[src/rtl/time_ctrl_pkg.sv]
// Shared types and constants for the time_ctrl timekeeping controller.
package time_ctrl_pkg;

  typedef enum logic [1:0] {
    RUN     = 2'd0,
    SET_HR  = 2'd1,
    SET_MIN = 2'd2,
    SET_AL  = 2'd3
  } state_e;

  localparam int HR_W  = 5;
  localparam int MIN_W = 6;
  localparam int SEC_W = 6;

  localparam logic [HR_W-1:0]  HR_MAX  = 5'd23;
  localparam logic [MIN_W-1:0] MIN_MAX = 6'd59;
  localparam logic [SEC_W-1:0] SEC_MAX = 6'd59;

endpackage

[src/rtl/time_ctrl_tick_gen.sv]
// 1 Hz time base: divider counting 0..CLK_HZ-1 with full- and half-period strobes.
// clr_i restarts the second so the next tick lands exactly CLK_HZ cycles later.
module tick_gen #(
  parameter int CLK_HZ = 50000000
) (
  input  logic clk_i,
  input  logic rst_i,
  input  logic clr_i,
  output logic tick_o,
  output logic half_tick_o
);

  localparam int DIV_W = $clog2(CLK_HZ);
  localparam logic [DIV_W-1:0] DIV_MAX  = DIV_W'(CLK_HZ - 1);
  localparam logic [DIV_W-1:0] DIV_HALF = DIV_W'(CLK_HZ / 2 - 1);

  logic [DIV_W-1:0] div_q, div_d;

  // next divider value: clear wins, otherwise compare-and-wrap increment
  always_comb begin
    div_d = div_q + 1'b1;
    if (clr_i || div_q == DIV_MAX) div_d = '0;
  end

  // divider register
  always_ff @(posedge clk_i) begin
    if (rst_i) div_q <= '0;
    else       div_q <= div_d;
  end

  assign tick_o      = (div_q == DIV_MAX);
  assign half_tick_o = (div_q == DIV_HALF);

endmodule

[src/rtl/time_ctrl.sv]
// Timekeeping controller: HH:MM:SS counters, set-mode FSM and blink strobe.
// Optional alarm (state SET_AL and alarm output) enabled by TIME_CTRL_ALARM_EN.
//
// state   | meaning
// RUN     | time advances once per tick, btn_inc ignored
// SET_HR  | btn_inc bumps hours (no carry), time frozen, blink active
// SET_MIN | btn_inc bumps minutes (no carry), time frozen, blink active
// SET_AL  | btn_inc bumps alarm time by one minute (alarm build only)
module time_ctrl
  import time_ctrl_pkg::*;
#(
  parameter int CLK_HZ = 50000000
) (
  input  logic             clkin,
  input  logic             rst,
  input  logic             btn_mode,
  input  logic             btn_inc,
  output logic [HR_W-1:0]  hours,
  output logic [MIN_W-1:0] minutes,
  output logic [SEC_W-1:0] seconds,
  output logic [1:0]       mode,
  output logic             blink,
  output logic             tick_1hz
`ifdef TIME_CTRL_ALARM_EN
  ,
  output logic             alarm
`endif
);

  state_e           state_q, state_d;
  logic [HR_W-1:0]  hours_q, hours_d;
  logic [MIN_W-1:0] minutes_q, minutes_d;
  logic [SEC_W-1:0] seconds_q, seconds_d;
  logic             blink_q, blink_d;
  logic             tick_1hz_q, tick_1hz_d;
  logic             div_clr;
  logic             tick, half_tick;

`ifdef TIME_CTRL_ALARM_EN
  logic [HR_W-1:0]  al_hr_q, al_hr_d;
  logic [MIN_W-1:0] al_min_q, al_min_d;
  logic             alarm_q, alarm_d;
`endif

  tick_gen #(.CLK_HZ(CLK_HZ)) u_tick_gen (
    .clk_i       (clkin),
    .rst_i       (rst),
    .clr_i       (div_clr),
    .tick_o      (tick),
    .half_tick_o (half_tick)
  );

  // next-state, field updates and blink; mode change always beats btn_inc
  always_comb begin
    state_d    = state_q;
    hours_d    = hours_q;
    minutes_d  = minutes_q;
    seconds_d  = seconds_q;
    blink_d    = blink_q;
    tick_1hz_d = 1'b0;
    div_clr    = 1'b0;
`ifdef TIME_CTRL_ALARM_EN
    al_hr_d    = al_hr_q;
    al_min_d   = al_min_q;
`endif
    case (state_q)
      RUN: begin
        blink_d    = 1'b0;
        tick_1hz_d = tick;
        if (tick) begin
          if (seconds_q == SEC_MAX) begin
            seconds_d = '0;
            if (minutes_q == MIN_MAX) begin
              minutes_d = '0;
              hours_d   = (hours_q == HR_MAX) ? '0 : hours_q + 1'b1;
            end else begin
              minutes_d = minutes_q + 1'b1;
            end
          end else begin
            seconds_d = seconds_q + 1'b1;
          end
        end
        if (btn_mode) begin
          state_d = SET_HR;
          blink_d = 1'b1;
        end
      end
      SET_HR: begin
        if (btn_mode) begin
          state_d = SET_MIN;
          blink_d = 1'b1;
        end else begin
          if (btn_inc) hours_d = (hours_q == HR_MAX) ? '0 : hours_q + 1'b1;
          if (tick || half_tick) blink_d = ~blink_q;
        end
      end
      SET_MIN: begin
        if (btn_mode) begin
`ifdef TIME_CTRL_ALARM_EN
          state_d   = SET_AL;
          blink_d   = 1'b1;
`else
          state_d   = RUN;
          blink_d   = 1'b0;
          seconds_d = '0;
          div_clr   = 1'b1;
`endif
        end else begin
          if (btn_inc) minutes_d = (minutes_q == MIN_MAX) ? '0 : minutes_q + 1'b1;
          if (tick || half_tick) blink_d = ~blink_q;
        end
      end
`ifdef TIME_CTRL_ALARM_EN
      SET_AL: begin
        if (btn_mode) begin
          state_d   = RUN;
          blink_d   = 1'b0;
          seconds_d = '0;
          div_clr   = 1'b1;
        end else begin
          if (btn_inc) begin
            if (al_min_q == MIN_MAX) begin
              al_min_d = '0;
              al_hr_d  = (al_hr_q == HR_MAX) ? '0 : al_hr_q + 1'b1;
            end else begin
              al_min_d = al_min_q + 1'b1;
            end
          end
          if (tick || half_tick) blink_d = ~blink_q;
        end
      end
`endif
      default: begin
        state_d = RUN;
        blink_d = 1'b0;
      end
    endcase
`ifdef TIME_CTRL_ALARM_EN
    // level alarm on the values about to be registered; leaving RUN silences it
    alarm_d = (state_d == RUN) && (hours_d == al_hr_d) && (minutes_d == al_min_d)
              && ((al_hr_d != '0) || (al_min_d != '0));
`endif
  end

  // state and field registers
  always_ff @(posedge clkin) begin
    if (rst) begin
      state_q    <= RUN;
      hours_q    <= '0;
      minutes_q  <= '0;
      seconds_q  <= '0;
      blink_q    <= 1'b0;
      tick_1hz_q <= 1'b0;
    end else begin
      state_q    <= state_d;
      hours_q    <= hours_d;
      minutes_q  <= minutes_d;
      seconds_q  <= seconds_d;
      blink_q    <= blink_d;
      tick_1hz_q <= tick_1hz_d;
    end
  end

`ifdef TIME_CTRL_ALARM_EN
  // alarm time and alarm flag registers
  always_ff @(posedge clkin) begin
    if (rst) begin
      al_hr_q  <= '0;
      al_min_q <= '0;
      alarm_q  <= 1'b0;
    end else begin
      al_hr_q  <= al_hr_d;
      al_min_q <= al_min_d;
      alarm_q  <= alarm_d;
    end
  end

  assign alarm = alarm_q;
`endif

  assign hours    = hours_q;
  assign minutes  = minutes_q;
  assign seconds  = seconds_q;
  assign mode     = state_q;
  assign blink    = blink_q;
  assign tick_1hz = tick_1hz_q;

endmodule

[config.mk]
export PLATFORM = sky130hd
export DESIGN_NAME = time_ctrl
export DESIGN_NICKNAME = d
export VERILOG_FILES = /design/src/rtl/time_ctrl_pkg.sv /design/src/rtl/time_ctrl_tick_gen.sv /design/src/rtl/time_ctrl.sv
export SDC_FILE = /design/constraint.sdc
export NUM_CORES = 1
export LEC_CHECK = 0
export CORE_ASPECT_RATIO = 0.8
export CORE_MARGIN = 2
export CORE_UTILIZATION = 35
export DETAILED_ROUTE_END_ITERATION = 8
export PLACE_DENSITY_LB_ADDON = 0.05
export SLEW_MARGIN = 40
export SYNTH_ARGS = -nofsm -noshare
export SYNTH_HDL_FRONTEND = slang
export SYNTH_SLANG_ARGS = --single-unit
[constraint.sdc]
create_clock -name clkin -period 2.2 [get_ports clkin]
set_clock_uncertainty 0.2 [all_clocks]
set_input_delay 0.33 -clock clkin [delete_from_list [all_inputs] [get_ports clkin]]
set_output_delay 0.33 -clock clkin [all_outputs]
set_load 0.05 [all_outputs]
Word-level counts from Yosys, hierarchy flattened. Index checks and enable logic that the tools add are counted.

Bits in registers: 47. Input bits: 4. Word-level logic and storage cells: 68.

Add/subtract/negate cells: 4. Eq/ne operators: 17. Multiplexer cells: 27. Bitwise operators: 2. Reduce and logical (&&, ||, !) cells: 11.

Operators by type and width (count): $mux W6 (8); $mux W5 (6); $add A26 B1 Y26 const B (1); $eq A26 B25 Y1 const B (1); $eq A26 B26 Y1 const B (1); $pmux W6 S2 (2); $ne A2 B2 Y1 const B (10); $add A6 B1 Y6 const B (2); $eq A6 B6 Y1 const B (2); $pmux W5 S2 (1); $mux W2 (3); $pmux W2 S3 (1); $reduce_and A3 Y1 (2); $reduce_and A6 Y1 (1); $add A5 B1 Y5 const B (1); $eq A5 B5 Y1 const B (1); $mux W1 (5); $reduce_and A5 Y1 (1); $reduce_bool A2 Y1 (2); $reduce_or A2 Y1 (2); $pmux W1 S3 (1); $eq A2 B1 Y1 const B (1); $eq A2 B2 Y1 const B (1); $logic_not A2 Y1 (1); 2 further kinds (4).

Depth between registers and ports, before layout.
Depth in word-level cells: 6. Depth in mapped cells: 8.

By module. A second synthesis with hierarchy kept.

Cells, all modules: 288. Area, all modules: 2501.1 um^2.

By module, submodules not included: tick_gen (times used 1, cells an instance 156, area an instance 1322.5 um^2, seq. area each 520.5 um^2); time_ctrl (times used 1, cells an instance 132, area an instance 1178.6 um^2, seq. area each 420.4 um^2).

Worst setup path after synthesis. Ideal clock, no wire load.

Path type: register -> register. From: register minutes_q[0], in the netlist minutes[0]. To: register hours_q[3], in the netlist hours[3]. Library setup time: 0.071 ns. Arrival: 2.201 ns. Path slack: -0.271 ns. Stages on the path, launching flop included: 7. Buffers on the path: 0. Cell sequence: dfxtp_1 -> ha_1 -> nand3b_1 -> nor3_1 -> a32oi_2 -> or4_1 -> a21oi_1.

Longest elaborated chain between the ends: 3.

RTL lines: start: declaration (RTL line time_ctrl.sv:32) `logic [MIN_W-1:0] minutes_q, minutes_d;`; start signal: assignment (RTL line time_ctrl.sv:157) `minutes_q <= minutes_d;`; $eq A6 B6 Y1 (RTL line time_ctrl.sv:73) `if (minutes_q == MIN_MAX) begin`; $ne A2 B2 Y1 (no source line); $reduce_and A6 Y1 (no source line); end signal: assignment (RTL line time_ctrl.sv:156) `hours_q <= hours_d;`; end: declaration (RTL line time_ctrl.sv:31) `logic [HR_W-1:0] hours_q, hours_d;`.

No other way between the ends. A chain may end at the register's enable or synchronous reset.

Final worst setup path.
From: register u_tick_gen.div_q[7]. To: register seconds_q[2], in the netlist seconds[2].

Longest elaborated chain between the ends: 3.

RTL lines: start: declaration (RTL line time_ctrl_tick_gen.sv:17) `logic [DIV_W-1:0] div_q, div_d;`; start signal: assignment (RTL line time_ctrl_tick_gen.sv:28) `else div_q <= div_d;`; $eq A26 B26 Y1 (RTL line time_ctrl_tick_gen.sv:31) `assign tick_o = (div_q == DIV_MAX);`; $ne A2 B2 Y1 (no source line); $reduce_and A3 Y1 (no source line); end signal: assignment (RTL line time_ctrl.sv:158) `seconds_q <= seconds_d;`; end: declaration (RTL line time_ctrl.sv:33) `logic [SEC_W-1:0] seconds_q, seconds_d;`.

No other way between the ends.

==> run_summary.xml <==
<?xml version="1.0" encoding="UTF-8"?>
<metrics>
  <group name="status">
    <metric name="run_status" unit="">finished with violations</metric>
    <metric name="violations" unit="">setup timing</metric>
  </group>
  <group name="setup_path">
    <metric name="path_class" unit="">reg -&gt; reg</metric>
    <metric name="cp.arrival" unit="ns">2.25</metric>
    <metric name="reg2reg_depth" unit="">4</metric>
    <metric name="startpoint_type" unit="">flop</metric>
    <metric name="cp_max_fo" unit="">6</metric>
    <metric name="reg2reg_from" unit="">u_tick_gen.div_q[7]$_SDFF_PP0_</metric>
    <metric name="regToRegSetupSlack" unit="ns">-0.008</metric>
    <metric name="crit_end_element" unit="">flop</metric>
    <metric name="timing.rr.end" unit="">seconds[2]$_SDFFE_PP0P_</metric>
    <metric name="required_arrival_time_at_the_worst_endpoint" unit="ns">2.24</metric>
  </group>
  <group name="final_layout">
    <metric name="areaGrowthSynthToFinish" unit="%">40.7</metric>
    <metric name="leading_cell_type_in_the_layout_fill_and_taps_excluded" unit="">sky130_fd_sc_hd__buf_4</metric>
    <metric name="design.final.nets" unit="">347</metric>
    <metric name="num_antenna_cells" unit="">0</metric>
    <metric name="n_fill_cell" unit="">634</metric>
    <metric name="top_library_cells_by_usage_in_the_layout_fill_and_taps_aside" unit="">sky130_fd_sc_hd__buf_4 (51), sky130_fd_sc_hd__nor2_1 (37), sky130_fd_sc_hd__dfxtp_1 (36)</metric>
    <metric name="layout-drive-gt1-share" unit="%">26.8</metric>
    <metric name="instances_no_fill" unit="">424</metric>
    <metric name="finish.instance_area" unit="µm²">3180</metric>
  </group>
  <group name="placement">
    <metric name="gp_routability_congestion" unit="">0.763</metric>
    <metric name="detailed_place.area" unit="µm²">2960</metric>
    <metric name="portBuffers" unit="">24</metric>
    <metric name="placed_cells" unit="">410</metric>
    <metric name="hpwl" unit="µm">3960</metric>
  </group>
  <group name="floorplan">
    <metric name="io-pin-count" unit="">25</metric>
    <metric name="core_area" unit="µm²">6310</metric>
    <metric name="floorplan.initialDensity" unit="%">35.8</metric>
    <metric name="fp.dieW" unit="µm">93.8</metric>
    <metric name="die_area" unit="µm²">7110</metric>
    <metric name="std_cell_rows" unit="">26</metric>
    <metric name="die_y" unit="µm">75.8</metric>
  </group>
  <group name="grt">
    <metric name="initial_antenna_violation_count" unit="">0</metric>
    <metric name="vias_in_the_first_global_route" unit="">1935</metric>
    <metric name="grtUsageTotal" unit="%">16.2</metric>
    <metric name="grt_start_max_net_pins" unit="">27</metric>
    <metric name="grt_pass1_wl" unit="µm">9110</metric>
    <metric name="grt_overflow_total" unit="">0</metric>
  </group>
  <group name="yosys">
    <metric name="synth_seq_cells" unit="">47</metric>
    <metric name="ys_types" unit="">43</metric>
    <metric name="synthCells" unit="">263</metric>
    <metric name="share_of_yosys_cell_area_claimed_by_the_top_area_cell_type" unit="%">41.7</metric>
    <metric name="synthesis.area_per_instance" unit="µm²">8.58</metric>
    <metric name="yosysSeqAreaShare" unit="%">41.7</metric>
    <metric name="synth.yosys.warnings" unit="">0</metric>
    <metric name="syn_nets" unit="">271</metric>
    <metric name="synth_largest_area_cell" unit="">sky130_fd_sc_hd__dfxtp_1</metric>
    <metric name="post_synth_instance_area" unit="µm²">2260</metric>
    <metric name="synth.top_cells.by_area" unit="">sky130_fd_sc_hd__dfxtp_1 (42%), sky130_fd_sc_hd__nor2_1 (6.3%), sky130_fd_sc_hd__xor2_1 (6.2%)</metric>
  </group>
  <group name="clocking">
    <metric name="cts_root_buf" unit="">sky130_fd_sc_hd__clkbuf_8</metric>
    <metric name="h-tree-depth" unit="">2</metric>
    <metric name="cts.path.max_buffers" unit="">2</metric>
    <metric name="cts_tree" unit="">built</metric>
    <metric name="worst_skew_pair.late_latency" unit="ns">0.30</metric>
    <metric name="postCtsHoldBufs" unit="">0</metric>
    <metric name="cts.sink_count" unit="">47</metric>
    <metric name="clk_pin_slew_worst_paths" unit="ns">0.09</metric>
    <metric name="cts_made_buffers" unit="">5</metric>
  </group>
  <group name="drt">
    <metric name="via_per_inst" unit="">5.00</metric>
    <metric name="drt.antenna.violating_nets" unit="">0</metric>
    <metric name="initialDrtViolationCount" unit="">81</metric>
    <metric name="first_pass_iters" unit="">4</metric>
    <metric name="remaining_drc_errors" unit="">0</metric>
    <metric name="routed-via-count" unit="">2121</metric>
    <metric name="wirelength" unit="µm">5480</metric>
    <metric name="post_drt_wl_per_cell" unit="µm">12.9</metric>
  </group>
  <group name="timing">
    <metric name="fin_worst_hold_slack" unit="ns">0.272</metric>
    <metric name="max_slew_margin" unit="%">66.7</metric>
    <metric name="final_critical_path_setup_slack" unit="ns">-0.00773</metric>
    <metric name="tns" unit="ns">-0.00773</metric>
    <metric name="grt_setup_unrepaired" unit="">true</metric>
    <metric name="timing.final.max_slew_violations" unit="">0</metric>
    <metric name="min_clock_period_post_route" unit="ns">2.21</metric>
    <metric name="worst_slew_pin_slew" unit="ns">0.498</metric>
    <metric name="setup_viol" unit="">1</metric>
    <metric name="hold_violations" unit="">0</metric>
    <metric name="layout_worst_path_cycle_share" unit="%">100</metric>
    <metric name="clock.fmax" unit="GHz">0.453</metric>
  </group>
  <group name="flow_run">
    <metric name="maxCapViolCount" unit="">0</metric>
  </group>
  <group name="hold_path">
    <metric name="whs_endpoint" unit="">minutes[5]$_SDFFE_PP0P_</metric>
    <metric name="min-delay-start" unit="">minutes[5]$_SDFFE_PP0P_</metric>
    <metric name="holdPathStages" unit="">1</metric>
    <metric name="timing.hold.worst.class" unit="">reg -&gt; reg</metric>
  </group>
  <group name="power">
    <metric name="vdd.ir_drop.worst" unit="mV">0.247</metric>
    <metric name="finalPower" unit="W">0.00153</metric>
    <metric name="power.density" unit="nW/µm²">483</metric>
    <metric name="p_leak" unit="nW">1.21</metric>
  </group>
</metrics>
==> sequential cells by signal (all words and copies together) (netlist names) <==
register / cells
tick_1hz: 1
u_tick_gen.div_q: 26
mode: 2
seconds: 6
blink: 1
minutes: 6
hours: 5
==> layout make-up <==
class	count	area (µm²)	share of cell area, %
multi-input combinational	201	1330	41.7
sequential	47	955	30.1
timing repair buffer	78	683	21.5
tap	84	105	3.31
clock buffer	6	72.6	2.29
inverter	6	22.5	0.709
clock inverter	2	12.5	0.394
==> what timing repair did <==
item | CTS | global route
gates resized for setup | 6 | 12
setup endpoints to repair | 12 | 16
hold endpoints to repair | 0 | 0
pin swaps | 8 | 7
setup buffers | 0 | 6
==> synthesized netlist by cell type (all sizes together) <==
library cell	instances
dfxtp	47
nor2	38
nand2	22
nand3	18
xor2	16
nand4	12
a21oi	9
xnor2	9
and3	8
o21ai	8
nor2b	7
nor3	7
inv	6
clkbuf	5
or4	5
buf	4
ha	4
or3	4
a311oi	3
and4	3
nand3b	3
nor4	3
a32o	2
a41oi	2
mux2i	2
nand2b	2
nor3b	2
nor4b	2
o211ai	2
o41ai	2
a211o	1
a31oi	1
a32oi	1
and4bb	1
nor4bb	1
or4b	1
==> report_power, final <==
part | switching [W] | internal [W]
clock | 0.000308 | 0.000223
combinational | 0.0000734 | 0.0000573
sequential | 0.0000103 | 0.000861
==> kinds of logic after synthesis <==
family	share of synthesized area [%]
AO/OA/AOI/OAI	9.42
XOR/XNOR	9.70
AND/OR/NAND/NOR	33.3
buffers and inverters	2.83
multiplexers	0.887
adder cells (fa/ha/maj)	2.22
flip-flops	41.7
==> critical path: stages, from the launching register on <==
cell and delay [ns]:
sky130_fd_sc_hd__dfxtp_2 0.33, sky130_fd_sc_hd__or4_4 0.55, sky130_fd_sc_hd__or4b_4 0.53, sky130_fd_sc_hd__or4_1 0.41, sky130_fd_sc_hd__a21oi_1 0.12
==> metal layers <==
layer  share of wire [%]  routed length, µm  GRT usage [%]
met2                  42               2290           23.7
met1                  54               2950           23.8
met3                 2.8                155           3.66
met5                   0                  0              0
met4                 1.5                 84           5.15
==> through the flow <==
step | setup WS, ns | utilization, %
finish | -0.00773 | 50.3
global route | -0.133 | 50.3
CTS | -0.0460 | 48.6
detailed placement | -0.0966 | 46.9
global placement | -0.0888 | 46.9
floorplan | -0.127 | -
==> worst max-delay path by stage <==
stage	depth (start not counted)	to	startpoint	slack, ns
2_1_floorplan	5	seconds[3]$_SDFFE_PP0P_	u_tick_gen.div_q[8]$_SDFF_PP0_	-0.13
3_3_place_gp	4	seconds[3]$_SDFFE_PP0P_	u_tick_gen.div_q[8]$_SDFF_PP0_	-0.09
3_5_place_dp	4	seconds[3]$_SDFFE_PP0P_	u_tick_gen.div_q[8]$_SDFF_PP0_	-0.1
4_1_cts	4	seconds[2]$_SDFFE_PP0P_	u_tick_gen.div_q[7]$_SDFF_PP0_	-0.05
5_1_grt	7	hours[0]$_SDFFE_PP0P_	u_tick_gen.div_q[6]$_SDFF_PP0_	-0.13
6_report	4	seconds[2]$_SDFFE_PP0P_	u_tick_gen.div_q[7]$_SDFF_PP0_	-0.008
(Power assumes the default switching activity.)
